**config.mk**
```make
export PLATFORM = sky130hd
export DESIGN_NAME = counter_share_ctrl
export DESIGN_NICKNAME = d
export VERILOG_FILES = /design/src/rtl/counter_share_ctrl.sv
export SDC_FILE = /design/constraint.sdc
export NUM_CORES = 1
export LEC_CHECK = 0
export ABC_AREA = 1
export BUFFER_PORTS_ARGS = -buffer_cell sky130_fd_sc_hd__buf_2
export CAP_MARGIN = 10
export CORE_MARGIN = 1.5
export CORE_UTILIZATION = 55
export CTS_BUF_LIST = sky130_fd_sc_hd__clkbuf_8
export CTS_CLUSTER_DIAMETER = 100
export CTS_CLUSTER_SIZE = 40
export DETAILED_ROUTE_END_ITERATION = 8
export PLACE_DENSITY = 0.78
export SYNTH_ARGS = -nofsm -noshare
export SYNTH_HDL_FRONTEND = slang
export SYNTH_SLANG_ARGS = --single-unit
```
**constraint.sdc**
```tcl
create_clock -name clk -period 2.2 [get_ports clk]
set_clock_uncertainty 0.2 [all_clocks]
set_input_delay 0.22 -clock clk [delete_from_list [all_inputs] [get_ports clk]]
set_output_delay 0.22 -clock clk [all_outputs]
set_load 0.01 [all_outputs]
```
**src/rtl/counter_share_ctrl.sv**
```systemverilog
// Shared counter with two round-robin incrementers, a settle/load
// start-up sequence, and a registered wrap pulse.
module counter_share_ctrl #(
    parameter int               WIDTH       = 4,
    parameter logic [WIDTH-1:0] INIT_VAL    = 4'b1010,
    parameter int               INIT_CYCLES = 2
) (
    input  logic             clk,
    input  logic             rst_n,
    input  logic [1:0]       req,
    input  logic             clr,
    output logic [1:0]       gnt,
    output logic [WIDTH-1:0] count,
    output logic             wrap,
    output logic             init_done
);

    typedef enum logic [1:0] {
        S_WAIT,
        S_LOAD,
        S_RUN
    } state_t;

    state_t           state, state_nx;
    logic [3:0]       settle, settle_nx;
    logic [WIDTH-1:0] count_nx;
    logic [1:0]       gnt_nx;
    logic             wrap_nx;
    logic             prio, prio_nx;
    logic             winner;

    always_ff @(posedge clk or negedge rst_n) begin
        if (!rst_n) begin
            state  <= S_WAIT;
            settle <= '0;
            count  <= '0;
            gnt    <= '0;
            wrap   <= 1'b0;
            prio   <= 1'b0;
        end else begin
            state  <= state_nx;
            settle <= settle_nx;
            count  <= count_nx;
            gnt    <= gnt_nx;
            wrap   <= wrap_nx;
            prio   <= prio_nx;
        end
    end

    // prio names the requester that wins the next tie
    always_comb begin
        state_nx  = state;
        settle_nx = settle;
        count_nx  = count;
        gnt_nx    = 2'b00;
        wrap_nx   = 1'b0;
        prio_nx   = prio;
        winner    = 1'b0;
        unique case (state)
            S_WAIT: begin
                if (settle == 4'(INIT_CYCLES - 1))
                    state_nx = S_LOAD;
                else
                    settle_nx = settle + 4'd1;
            end
            S_LOAD: begin
                count_nx = INIT_VAL;
                state_nx = S_RUN;
            end
            S_RUN: begin
                if (clr) begin
                    count_nx = INIT_VAL;
                end else if (req != 2'b00) begin
                    winner   = (req == 2'b11) ? prio : req[1];
                    gnt_nx   = winner ? 2'b10 : 2'b01;
                    count_nx = count + WIDTH'(1);
                    wrap_nx  = &count;
                    prio_nx  = ~winner;
                end
            end
            default: state_nx = S_WAIT;
        endcase
    end

    assign init_done = (state == S_RUN);

endmodule

```
==> qor.csv <==
metric,value,unit
post-synthesis sequential area ratio,0.465,
unrepaired setup endpoints after global routing,false,
Place WS,661,ps
routed wirelength normalized by instance count,11.0,µm
total overflow reported by the global router,0,
Post-CTS Repair Setup Buffers,0,
critical setup path kind,reg -> out,
routed via count divided by cell count,4.92,
transition at the pin with the smallest max-transition slack,317,ps
synthesized netlist cell count,86,
post-detailed-placement cell area,832,µm²
cell with the largest stage delay on the worst path,sky130_fd_sc_hd__dfrtp_1,
endpoint type of the worst setup path,primary output,
Syn. warnings,0,
Comb pwr share,0.108,
switching power total,0.137,mW
period utilisation layout,0.703,
Total Nets Final,115,
power density normalized to cell area,659,nW/µm²
number of endpoints with negative hold slack in the final report,0,
pin count of the biggest net entering global routing,15,
final routed DRC violation total,0,
detailed-route wire length,1.30,mm
Detailed Route Iter0 Violations,3,
H-tree depth,1,
core footprint,1280,µm²
floorplan die height,40.0,µm
total half-perimeter wirelength after legalization and detailed placement,975,µm
Initial Util,0.586,
setup TNS,0,ps
Root Driver,sky130_fd_sc_hd__clkbuf_8,
Worst path max stage delay,390,ps
path category of the worst min-delay check,in -> reg,
number of flip-flops and latches in the synthesized netlist,14,
number of pins with negative max-slew slack in the final report,0,
die width,40.0,µm
source-to-sink clock delay at the later pin of the worst-skew pair,240,ps
CTS buffer count,3,
sequential group share of total power,0.477,
largest buffer count on any clock path,2,
Post-Synthesis Mean Instance Area,8.76,µm²
antenna violations before repair,0,
number of distinct library cell variants in the gate-level netlist after synthesis,20,
via count of the first global-routing pass,515,
number of cell rows,13,
netlist area before placement,753,µm²
count of buffer and inverter cells on the critical path,2,
post-route standard cell area excluding fillers,897,µm²
max-cap violations,0,
CTS tree,done,
number of setup violations in the final report,0,
first-pass GRT wire length,2.10,mm
relative contribution of the clock network to total power,0.415,
CP Data Arrival Time,1130,ps
status,"complete, no violations",
share of final-layout standard cells stronger than drive strength 1,0.243,
Int Pwr,0.454,mW
net count after synthesis,97,
via count,580,
gr usage total,0.201,
CTS resizes,0,
required arrival time at the worst endpoint,1780,ps
diodes inserted,0,
peak supply drop,0.532,mV
routability-driven placement congestion ratio,0.787,
static leakage power,0.509,nW
crit path cell chain,inv_1 > ha_1 > buf_2,
Layout area overhead,19.1,%
startpoint types,register,
Final ANT Viol Nets,0,
number of port buffers,12,
quantity of hold-fixing buffers added after cts,1,
floorplan die area,1600,µm²
count of boundary I/O pins,13,
smallest setup slack after layout,653,ps
number of iterations in the first detailed-routing pass,2,
Worst Path Max Fanout,4,
Sink Count,14,
Tmin final,1550,ps
relative slew slack,0.789,
Clock transition at path regs,60,ps
Fmax,647,MHz
largest delay contributor family on the critical path,flip-flops,
switching power as a share of total power,0.232,
## layout by cell type (no fill, tap or decap), types with 2 or more instances in the layout
cell type and instances:
sky130_fd_sc_hd__xnor2_1 2, sky130_fd_sc_hd__inv_1 15, sky130_fd_sc_hd__dfrtp_1 14, sky130_fd_sc_hd__nor2_2 2, sky130_fd_sc_hd__o21ai_0 2, sky130_fd_sc_hd__nand4_1 2, sky130_fd_sc_hd__nor2_1 5, sky130_fd_sc_hd__nand2_1 20
sky130_fd_sc_hd__ha_1 6, sky130_fd_sc_hd__buf_2 12, sky130_fd_sc_hd__nand3_1 6, sky130_fd_sc_hd__o21ai_1 3, sky130_fd_sc_hd__clkbuf_8 4
## synth_stat cells
cell type | number | area [µm²]
sky130_fd_sc_hd__o21ai_2 | 1 | 8.76
sky130_fd_sc_hd__nand2_2 | 1 | 6.26
sky130_fd_sc_hd__xor2_1 | 1 | 8.76
sky130_fd_sc_hd__nand4_1 | 2 | 12.5
sky130_fd_sc_hd__dfrtp_1 | 14 | 350
sky130_fd_sc_hd__nand2_1 | 20 | 75.1
sky130_fd_sc_hd__nand2_4 | 1 | 11.3
sky130_fd_sc_hd__inv_2 | 1 | 3.75
sky130_fd_sc_hd__o21ai_1 | 3 | 15.0
sky130_fd_sc_hd__ha_1 | 6 | 75.1
sky130_fd_sc_hd__inv_1 | 15 | 56.3
sky130_fd_sc_hd__o21ai_4 | 1 | 16.3
sky130_fd_sc_hd__nor3_2 | 1 | 10.0
sky130_fd_sc_hd__nor2_2 | 2 | 12.5
sky130_fd_sc_hd__o21ai_0 | 2 | 10.0
sky130_fd_sc_hd__nand3_2 | 1 | 10.0
sky130_fd_sc_hd__nor2_1 | 5 | 18.8
sky130_fd_sc_hd__xnor2_1 | 2 | 17.5
sky130_fd_sc_hd__nor3_1 | 1 | 5.00
sky130_fd_sc_hd__nand3_1 | 6 | 30.0
## power groups by stage
stage	Sequential, mW	Combinational [mW]	Clock [mW]
global placement	0.286	0.0610	0
floorplan	0.290	0.0316	0
finish	0.282	0.0638	0.245
global route	0.284	0.0728	0.256
CTS	0.282	0.0647	0.248
detailed placement	0.287	0.0626	0
## area by class of cell
type | instances | area [µm²]
Multi-Input combinational cell | 56 | 343
Clock buffer | 4 | 55.1
Inverter | 16 | 60.1
Timing Repair Buffer | 13 | 70.1
Fill cell | 120 | 388
Tap cell | 15 | 18.8
Sequential cell | 14 | 350
## metal layers
layer / vias to the layer above / global-route usage / wire [µm]
li1: 302 / - / -
met1: 270 / 0.256 / 630
met2: 6 / 0.339 / 620
met3: 2 / 0.0333 / 32
met4: 0 / 0.0776 / 16
met5: - / 0 / 0
## kinds of logic after synthesis
kind of cell,Yosys count,share of synthesized area
simple gates,40,0.254
buf+inv,16,0.0797
flops,14,0.465
compound gates,7,0.0664
fa+ha+maj,6,0.0997
xor+xnor,3,0.0349
## worst min-delay path, stage by stage
cell,delay [ps]
sky130_fd_sc_hd__buf_2,110
sky130_fd_sc_hd__inv_1,60
sky130_fd_sc_hd__nor3_1,50
## state kept, by name, summed over array words and instances, names as in the netlist
register and flops:
settle 4, prio 1, wrap 1, gnt 2, state 2, count 4
## metrics by stage
step | std cells | hold slack (ps) | total power [mW] | util
after floorplan | 86 | -276 | 0.322 | -
after global placement | 113 | -71.9 | 0.347 | 0.648
after detailed placement | 113 | -64.4 | 0.349 | 0.648
after CTS | 118 | 45.6 | 0.595 | 0.698
after global routing | 118 | 89.8 | 0.613 | 0.698
final | 118 | 53.6 | 0.591 | 0.698
## final timing paths
| path | from | end | slack (ps) | depth (start not counted) |
|---|---|---|---|---|
| max | state[0] | init_done | 650 | 3 |
| min | req[1] | gnt[1] | 50 | 3 |
| max reg2reg | state[1] | count[3] | 660 | 7 |
| min reg2reg | settle[3] | settle[3] | 290 | 2 |
| max in group asynchronous | rst_n | settle[2] | 1340 | 2 |
| min in group asynchronous | rst_n | settle[3] | 220 | 2 |
(Power assumes the default switching activity.)
